`src/rtl/uart_hex_printer.sv`:
```
// uart_hex_printer: converts a DATA_WIDTH-bit value into an ASCII hex string
// and streams it one character at a time into a uart_tx-style transmitter.
// Optional "0x" prefix is compiled in when UART_HEX_PREFIX_EN is defined.
module uart_hex_printer #(
   parameter int DATA_WIDTH = 32,
   parameter int NEWLINE    = 1,
   parameter int UPPERCASE  = 1
) (
   input  logic                  clk,
   input  logic                  rst_n,
   input  logic                  req_valid,
   output logic                  req_ready,
   input  logic [DATA_WIDTH-1:0] req_data,
   input  logic                  req_zsup,
   output logic                  tx_start,
   output logic [7:0]            tx_data,
   input  logic                  tx_busy,
   output logic                  busy,
   output logic                  done
);

   localparam int DIGITS = (DATA_WIDTH + 3) / 4;
   localparam int XW     = DIGITS * 4;
   localparam int CW     = 6;
   localparam int NLC    = (NEWLINE != 0) ? 2 : 0;
`ifdef UART_HEX_PREFIX_EN
   localparam int PFX    = 2;
`else
   localparam int PFX    = 0;
`endif

   typedef enum logic [2:0] {
      S_IDLE, S_LOAD, S_SEND, S_ACK, S_DRAIN, S_FIN
   } state_t;

   state_t          r_state, w_next;
   logic [XW-1:0]   r_data, w_data_ext;
   logic            r_zsup;
   logic [CW-1:0]   r_ndig, r_idx, w_sig, w_total;
   logic [7:0]      w_char;
   logic            w_accept, w_last;
   int              w_pos, w_nibpos;

   function automatic logic [7:0] hex_ascii(input logic [3:0] n);
      if (n < 4'd10)
         return 8'h30 + {4'h0, n};
      else if (UPPERCASE != 0)
         return 8'h41 + {4'h0, n} - 8'd10;
      else
         return 8'h61 + {4'h0, n} - 8'd10;
   endfunction

   assign w_accept = req_valid && (r_state == S_IDLE);
   assign w_total  = CW'(PFX) + r_ndig + CW'(NLC);
   assign w_last   = (r_idx == (w_total - CW'(1)));

   // Zero-extend the request so the top nibble is padded for odd widths
   always_comb begin
      w_data_ext = '0;
      w_data_ext[DATA_WIDTH-1:0] = req_data;
   end

   // Number of significant digits (highest non-zero nibble), at least one
   always_comb begin
      w_sig = CW'(1);
      for (int i = 0; i < DIGITS; i++) begin
         if (r_data[i*4 +: 4] != 4'h0)
            w_sig = CW'(i + 1);
      end
   end

   // Character at the current index: [prefix] digits MSB-first [CR LF]
   always_comb begin
      w_char   = 8'h00;
      w_nibpos = 0;
      w_pos    = int'(r_idx) - PFX;
`ifdef UART_HEX_PREFIX_EN
      if (r_idx == CW'(0))
         w_char = 8'h30;
      else if (r_idx == CW'(1))
         w_char = 8'h78;
      else
`endif
      if (w_pos < int'(r_ndig)) begin
         w_nibpos = int'(r_ndig) - 1 - w_pos;
         w_char   = hex_ascii(4'(r_data >> (4 * w_nibpos)));
      end else if (w_pos == int'(r_ndig))
         w_char = 8'h0d;
      else
         w_char = 8'h0a;
   end

   // State register
   always_ff @(posedge clk or negedge rst_n) begin
      if (!rst_n)
         r_state <= S_IDLE;
      else
         r_state <= w_next;
   end

   // Latched request, digit count and character index
   always_ff @(posedge clk or negedge rst_n) begin
      if (!rst_n) begin
         r_data <= '0;
         r_zsup <= 1'b0;
         r_ndig <= '0;
         r_idx  <= '0;
      end else begin
         if (w_accept) begin
            r_data <= w_data_ext;
            r_zsup <= req_zsup;
            r_idx  <= '0;
         end
         if (r_state == S_LOAD)
            r_ndig <= r_zsup ? w_sig : CW'(DIGITS);
         if ((r_state == S_DRAIN) && !tx_busy && !w_last)
            r_idx <= r_idx + CW'(1);
      end
   end

   // Next-state and output decode; tx_start is held in ACK until busy is seen
   always_comb begin
      w_next    = r_state;
      req_ready = 1'b0;
      tx_start  = 1'b0;
      tx_data   = 8'h00;
      busy      = 1'b1;
      done      = 1'b0;
      case (r_state)
         S_IDLE: begin
            req_ready = 1'b1;
            busy      = 1'b0;
            if (req_valid)
               w_next = S_LOAD;
         end
         S_LOAD:  w_next = S_SEND;
         S_SEND: begin
            tx_start = 1'b1;
            tx_data  = w_char;
            w_next   = S_ACK;
         end
         S_ACK: begin
            tx_start = 1'b1;
            tx_data  = w_char;
            if (tx_busy)
               w_next = S_DRAIN;
         end
         S_DRAIN: begin
            if (!tx_busy)
               w_next = w_last ? S_FIN : S_SEND;
         end
         S_FIN: begin
            done   = 1'b1;
            w_next = S_IDLE;
         end
         default: w_next = S_IDLE;
      endcase
   end

endmodule

```
`config.mk`:
```
export PLATFORM = sky130hd
export DESIGN_NAME = uart_hex_printer
export DESIGN_NICKNAME = d
export VERILOG_FILES = /design/src/rtl/uart_hex_printer.sv
export SDC_FILE = /design/constraint.sdc
export NUM_CORES = 1
export LEC_CHECK = 0
export ABC_AREA = 0
export BUFFER_PORTS_ARGS = -buffer_cell sky130_fd_sc_hd__buf_2
export CAP_MARGIN = 25
export CORE_AREA = 3 3 96 98
export DETAILED_ROUTE_END_ITERATION = 10
export DIE_AREA = 0 0 99 101
export REMOVE_ABC_BUFFERS = 1
export SLEW_MARGIN = 20
export SYNTH_ARGS = -nofsm -noshare
export SYNTH_HDL_FRONTEND = slang
export SYNTH_SLANG_ARGS = --single-unit
```
`constraint.sdc`:
```
create_clock -name clk -period 4.7 [get_ports clk]
set_clock_uncertainty 0.1 [all_clocks]
set_input_delay 0.235 -clock clk [delete_from_list [all_inputs] [get_ports clk]]
set_output_delay 0.235 -clock clk [all_outputs]
set_load 0.02 [all_outputs]
```
==> results of run 1 <==
[cell usage in the layout, fill, tap and decap left out, types with 4 or more instances in the layout]
master	netlist	routed
sky130_fd_sc_hd__a21oi_1	11	11
sky130_fd_sc_hd__buf_2	2	46
sky130_fd_sc_hd__clkbuf_8	0	5
sky130_fd_sc_hd__dfrtp_1	46	46
sky130_fd_sc_hd__ha_1	13	13
sky130_fd_sc_hd__inv_1	17	17
sky130_fd_sc_hd__mux2i_1	6	6
sky130_fd_sc_hd__mux4_2	6	6
sky130_fd_sc_hd__nand2_1	120	120
sky130_fd_sc_hd__nand2b_1	4	4
sky130_fd_sc_hd__nand3_1	9	9
sky130_fd_sc_hd__nor2_1	11	11
sky130_fd_sc_hd__nor2b_1	4	4
sky130_fd_sc_hd__nor3_1	9	9
sky130_fd_sc_hd__nor4_1	8	8
sky130_fd_sc_hd__o21ai_0	10	10
sky130_fd_sc_hd__xnor2_1	5	5
[power breakdown]
part	switching, mW	internal, mW	leakage [nW]
Clock	0.140	0.159	0.0514
Sequential	0.183	0.557	0.584
Combinational	0.982	0.794	0.977
[critical path: cells and delay by family, from the launching register on]
family / cells / cell delay, ns
adder cells (fa/ha/maj): 2 / 1.29
buffers and inverters: 3 / 0.34
AND/OR/NAND/NOR: 5 / 1.16
AO/OA/AOI/OAI: 2 / 0.31
flip-flops: 1 / 0.47
[repair_timing]
action,in CTS,in global routing
hold endpoints to repair,0,46
hold buffers,0,1
gates resized for setup,0,0
[path summary, 6_finish.rpt]
kind / to / slack (ns)
worst max-delay path: tx_data[1] / 0.49
worst min-delay path: r_data[6] / 0.02
worst max register to register: r_idx[4] / 1.96
worst min register to register: r_data[0] / 0.41
max in group asynchronous: r_idx[1] / 3.73
min in group asynchronous: r_data[5] / 0.37
[cell families after synthesis]
logic type	synth area share (%)
and+or+nand+nor	26.7
DFF	39.1
AOI/OAI and AO/OA	9.81
buffers and inverters	5.52
muxes	9.17
adders and majority gates	6.20
xor gates and xnor gates	3.40
other	0.127
[flip-flops by register name (all words and copies together) (netlist names)]
signal	flops
r_state	3
r_ndig	4
r_zsup	1
r_idx	6
r_data	32
[metrics by stage]
step / setup WS [ns] / power, mW
final: 0.488 / 2.81
after global placement: 0.930 / 2.49
after floorplan: 1.20 / 2.09
after global routing: 0.117 / 3.07
after CTS: 0.461 / 2.82
after detailed placement: 0.882 / 2.51
[layout make-up]
class / count / share of cell area (%)
repair buffers: 49 / 7.58
well taps: 108 / 4.01
flip-flops and latches: 46 / 34.2
clock buffers: 6 / 2.16
clock inverters: 2 / 1.11
multi-input cells: 264 / 48.5
inverters: 18 / 2.42
[per-layer routing]
layer	track usage, %	part of all wire (%)	up-vias
met3	2.28	3.4	13
met2	25.2	49	51
met4	4.41	2.1	0
met1	18.9	46	1142
li1	-	-	1248
met5	0	0	-
==> key figures, run 1 <==
Power
  – Static leakage power: roughly 1.6 nW
  – Largest vdd supply drop: roughly 0.24 mV
  – P per Cell Area: 836 nW/um2

Clocking
  – Clock H-tree levels: 2
  – Clock transition at the registers of the reported paths: 0.09 ns
  – Maximum count of clock buffers along a single path: 2
  – Buffer count from post-CTS setup fixing: 0
  – Root buf cell: sky130_fd_sc_hd__clkbuf_8
  – Later-pin clock latency in the skew report: around 0.3 ns
  – CTS tree: built
  – Clock Sinks: 46
  – Total clock buffers created by CTS: 5

Setup path
  – Launch point of the worst reg-to-reg path: r_idx[0]
  – Worst EP required: around 4.4 ns
  – Delay of the slowest cell on the worst path: 0.98 ns
  – Cell-by-cell listing of the critical path: inv_1 -> ha_1 -> inv_1 -> fa_1 -> nor3b_1 -> nor4b_1 -> nor4_1 -> or2_1 -> nor2_1 -> o22a_1 -> o22ai_2 -> buf_2
  – Count of cells along the worst register-to-register path: 8
  – Critical Path Source: r_ndig[0]
  – Critical path start-end classification: register to output port
  – Data arrival time of the worst path: just under 4 ns
  – Worst Setup Start Kind: register
  – Crit-path max FO: 16
  – Critical path endpoint category: output port
  – Library cell appearing most often on the critical path: sky130_fd_sc_hd__inv_1
  – Max stage delay cell, worst path: sky130_fd_sc_hd__fa_1

Layout
  – Combined area of the multi-input logic cells: between 1500 and 2000 um2
  – Number of diodes added for antenna fixing: 0
  – Final standard cell area without fillers: around 3400 um2
  – Count of placed standard cells in the final layout, fillers left out: 493
  – Total of fill cells in the finished design: 856
  – Area growth from synthesis to layout: 14.3%
  – Share of post-route cells with drive strength above 1: about 18%
  – Register Area: between 1000 and 1500 um2
  – Final Util: between 30 and 40%
  – # nets final: roughly 440

Floorplan
  – I/O pin count: 49
  – Initial core utilization: ~34%
  – Die Span Y: approximately 100 um
  – Die area: roughly 10000 um2
  – Placement row count: 34
  – Width of the die: ~100 um
  – Core box area: around 8600 um2

Drt
  – Detailed Route WL: about 7000 um
  – DRC viols: 0
  – Number of search-and-repair iterations in the first detailed-routing pass: 4
  – Per-cell routed wire length: around 14 um
  – Routed via count: ~2500
  – Drt initial violations: slightly below 70
  – Via/cell ratio: roughly 5.0
  – Antenna Nets Post-Route: 0

Synthesis
  – Proportion of register bits with asynchronous set or reset after synthesis: 100%
  – Portion of the post-synthesis area used by sequential elements: between 30% and 40%
  – Seq cells post-synth: between 40 and 50
  – Per-instance average area after synthesis: around 8.6 um2
  – Count of cell types in the netlist: 50
  – Yosys warning total: 0
  – Synth Flop Type: sky130_fd_sc_hd__dfrtp_1
  – Synth top area cells: sky130_fd_sc_hd__dfrtp_1, sky130_fd_sc_hd__nand2_1, sky130_fd_sc_hd__ha_1, sky130_fd_sc_hd__mux4_2, sky130_fd_sc_hd__inv_1
  – Cell type with the highest aggregate area in the netlist: sky130_fd_sc_hd__dfrtp_1
  – Most frequent cell after synthesis: sky130_fd_sc_hd__nand2_1
  – Synth top area share: 39.1%
  – Post-Synthesis Cell Area: approximately 2900 um2
  – Count of mapped cells out of synthesis: between 300 and 400
  – Number of flops mapped to enable cells by yosys: 0
  – Top post-synthesis cells by count: sky130_fd_sc_hd__nand2_1, sky130_fd_sc_hd__dfrtp_1, sky130_fd_sc_hd__inv_1, sky130_fd_sc_hd__ha_1

Min path
  – Hold depth: 3
  – Min-delay worst type: primary input to register
  – Startpoint of the tightest hold check path: req_data[6]

Global route
  – Pin count of the biggest net entering global routing: 47
  – First-pass GRT wire length: between 10000 and 15000 um
  – Grt ovf: 0
  – Via count of the first global-routing pass: ~2500
  – Overall Global Routing Usage: 14.6%
  – Antenna violations before repair: 0

STA
  – Final-layout worst hold slack: roughly 0.015 ns
  – Setup-failing EPs final: 0
  – Achievable clock frequency: 237 MHz
  – Setup repair after global routing missed its margin: no
  – Max-slew headroom: ~49%
  – Total negative slack for setup checks: 0 ns
  – Period Utilization, post-route: about nine tenths
  – Minimum clock period after layout: 4.21 ns
  – Hold Fails Final Rpt: 0
  – Actual transition at the worst max-transition pin: roughly 0.76 ns
  – Pins Over Slew Limit: 0

Placed design
  – Post-detail-place hpwl: about 5200 um
  – Number of buffers added on ports: between 40 and 50
  – Placed cell count: just under 500
  – Cell area reported after detailed placement: approximately 3200 um2
  – Weighted congestion reported at the end of routability-driven placement: ~0.89

Outcome
  – Run status: completed

Run
  – Number of max-cap violations: 0
Power figures use the tool's default switching activity.
==> run 2: changes to the inputs <==
--- a/config.mk
+++ b/config.mk
@@ -8,9 +8,9 @@
 export ABC_AREA = 0
 export BUFFER_PORTS_ARGS = -buffer_cell sky130_fd_sc_hd__buf_2
 export CAP_MARGIN = 25
-export CORE_AREA = 3 3 96 98
+export CORE_AREA = 3 3 90 92
 export DETAILED_ROUTE_END_ITERATION = 10
-export DIE_AREA = 0 0 99 101
+export DIE_AREA = 0 0 93 95
 export REMOVE_ABC_BUFFERS = 1
 export SLEW_MARGIN = 20
 export SYNTH_ARGS = -nofsm -noshare
==> run 2 against run 1 <==
Net effect: die area decreased by 12%; register-to-register slack lost 0.04 ns; sequential power is 0.5% lower; routed wire length decreased by 2.8%; global-route usage is 1.5 points higher; cell count down 1.8%; setup slack got worse by 0.087 ns; highest routed layer unchanged.
==> key figures, run 2 (synthesis gave the netlist of run 1 again) <==
Placed design
  – Number of buffers added on ports: 47 (unchanged)
  – Post-detail-place hpwl: 5230 um (+0.57%)
  – Weighted congestion reported at the end of routability-driven placement: 0.866 (-3.0%)

Drt
  – DRC viols: 0 (unchanged)
  – Drt initial violations: 89 (+31%)
  – Number of search-and-repair iterations in the first detailed-routing pass: 4 (unchanged)
  – Routed via count: 2445 (-0.37%)
  – Antenna Nets Post-Route: 0 (unchanged)
  – Per-cell routed wire length: 13.9 um (-0.97%)
  – Detailed Route WL: 6730 um (-2.8%)
  – Routed met3 length: 307 um (+32%)
  – Uppermost layer routed: met4
  – Wire length on met1: 3210 um (+1.6%)
  – Via/cell ratio: 5.05 (+1.5%)
  – Metal2 WL: 3120 um (-7.6%)

Global route
  – Grt ovf: 0 (unchanged)
  – Overall Global Routing Usage: 16.1% (+1.5 points)
  – First-pass GRT wire length: 11400 um (-3.6%)
  – Via count of the first global-routing pass: 2326 (-6.1%)
  – Antenna violations before repair: 0 (unchanged)
  – Pin count of the biggest net entering global routing: 47 (unchanged)

Layout
  – Total of fill cells in the finished design: 765 (-11%)
  – # nets final: 435 (unchanged)
  – Area growth from synthesis to layout: 13.9%
  – Combined area of the multi-input logic cells: 1630 um2 (unchanged)
  – Register Area: 1150 um2 (unchanged)
  – Number of diodes added for antenna fixing: 0 (unchanged)
  – Flip-flop count of the largest register, all copies and words added: 32 (unchanged)
  – Leading cell types in the layout, fill and taps excluded: sky130_fd_sc_hd__nand2_1, sky130_fd_sc_hd__buf_2, sky130_fd_sc_hd__dfrtp_1, sky130_fd_sc_hd__inv_1, sky130_fd_sc_hd__ha_1
  – Top reg by flops: r_data
  – Commonest non-fill, non-tap cell in the layout: sky130_fd_sc_hd__nand2_1
  – Share of post-route cells with drive strength above 1: 17.9% (unchanged)
  – Largest registers: r_data (32), r_idx (6), r_ndig (4)

Clocking
  – Maximum count of clock buffers along a single path: 2 (unchanged)
  – Total clock buffers created by CTS: 5 (unchanged)
  – Clock H-tree levels: 2 (unchanged)
  – CTS tree: built
  – Post-cts resize count: 0 (unchanged)
  – Root buf cell: sky130_fd_sc_hd__clkbuf_8
  – Number of buffers added to fix hold violations after cts: 0 (unchanged)
  – Clock transition at the registers of the reported paths: 0.09 ns (about the same)
  – Clock Sinks: 46 (unchanged)
  – Buffer count from post-CTS setup fixing: 0 (unchanged)
  – Later-pin clock latency in the skew report: 0.30 ns (about the same)

Setup path
  – Setup slack of the most critical reg-to-reg path: 1.92 ns (-0.04 ns)
  – CP Capture Point: tx_data[1]
  – Critical path endpoint category: output port
  – Crit-path max FO: 16 (unchanged)
  – Critical Path Source: r_ndig[0]
  – Count of cells along the worst register-to-register path: 8 (unchanged)
  – Launch point of the worst reg-to-reg path: r_idx[0]
  – Worst Setup Start Kind: register
  – Critical path start-end classification: register to output port
  – Worst EP required: 4.37 ns (about the same)
  – R2R Path End: r_idx[4]
  – Data arrival time of the worst path: 3.96 ns (+0.08 ns)

Floorplan
  – Die Span Y: 95 um (-5.9%)
  – Width of the die: 93 um (-6.1%)
  – Initial core utilization: 40.4% (+5.9 points)
  – Placement row count: 31 (-8.8%)
  – Core box area: 7290 um2 (-15%)
  – Die area: 8840 um2 (-12%)
  – I/O pin count: 49 (unchanged)

STA
  – Pins Over Slew Limit: 0 (unchanged)
  – Period Utilization, post-route: 91.5% (+1.8 points)
  – Minimum clock period after layout: 4.30 ns (+0.0867 ns)
  – Actual transition at the worst max-transition pin: 0.818 ns (+0.0615 ns)
  – Hold Fails Final Rpt: 0 (unchanged)
  – Total negative slack for setup checks: 0 ns (unchanged)
  – Achievable clock frequency: 233 MHz (-2.0%)
  – Setup-failing EPs final: 0 (unchanged)
  – Max-slew headroom: 45.2% (-4.1 points)
  – Setup repair after global routing missed its margin: no
  – Final-layout worst hold slack: 0.0218 ns (+0.00649 ns)

Power
  – Static leakage power: 1.61 nW (unchanged)
  – P per Cell Area: 842 nW/um2 (+0.72%)
  – Power Total: 2.83 mW (+0.38%)
  – Largest vdd supply drop: 0.334 mV (+38%)

Run
  – Number of max-cap violations: 0 (unchanged)

Min path
  – Min-delay worst type: primary input to register
  – Startpoint of the tightest hold check path: req_data[14]

Outcome
  – Run status: completed
-- run 2: cell counts in the layout (fill, tap and decap cells not counted) --
Identical to the previous run, type by type.
-- run 2: per-layer routing --
metal	vias up	track usage [%]
met4	0	3.54
met2	59	25.8
li1	1244	-
met5	-	0
met1	1133	23.1
met3	9	2.55
-- run 2: layout make-up --
class                   instances  share of cell area, %
multi-input cells             264                   48.7
repair buffers                 49                   7.61
flip-flops and latches         46                   34.3
inverters                      18                   2.42
well taps                      99                   3.69
clock inverters                 2                   1.12
clock buffers                   6                   2.16
-- run 2: worst min path at each step --
stage / to / slack [ns] / cells after the start
2_1_floorplan: r_data[0] / -0.16 / 0
3_3_place_gp: r_data[14] / 0.32 / 3
3_5_place_dp: r_data[4] / 0.33 / 3
4_1_cts: r_data[4] / 0.02 / 3
5_1_grt: r_data[14] / 0.02 / 3
6_report: r_data[14] / 0.02 / 3
-- run 2: where the power goes --
group,internal [mW],switching (mW)
combinational,0.796,1.00
sequential,0.557,0.179
clock,0.159,0.131
total,1.51,1.31
-- run 2: through the flow --
step	instance area, um2	util [%]	worst slack [ns]	instances
after global placement	3230	44.3	0.904	475
final	3360	46.0	0.401	484
after floorplan	2870	-	1.20	328
after detailed placement	3230	44.3	0.804	475
after CTS	3340	45.8	0.460	483
after global routing	3360	46.0	0.184	484
-- run 2: worst max-delay path, cell delays in order (launching register included) --
cell,delay [ns]
sky130_fd_sc_hd__dfrtp_1,0.48
sky130_fd_sc_hd__inv_1,0.10
sky130_fd_sc_hd__ha_1,0.32
sky130_fd_sc_hd__inv_1,0.08
sky130_fd_sc_hd__fa_1,1.00
sky130_fd_sc_hd__nor3b_1,0.27
sky130_fd_sc_hd__nor4b_1,0.08
sky130_fd_sc_hd__nor4_1,0.57
sky130_fd_sc_hd__or2_1,0.23
sky130_fd_sc_hd__nor2_1,0.06
sky130_fd_sc_hd__o22a_1,0.20
sky130_fd_sc_hd__o22ai_2,0.10
sky130_fd_sc_hd__buf_2,0.18
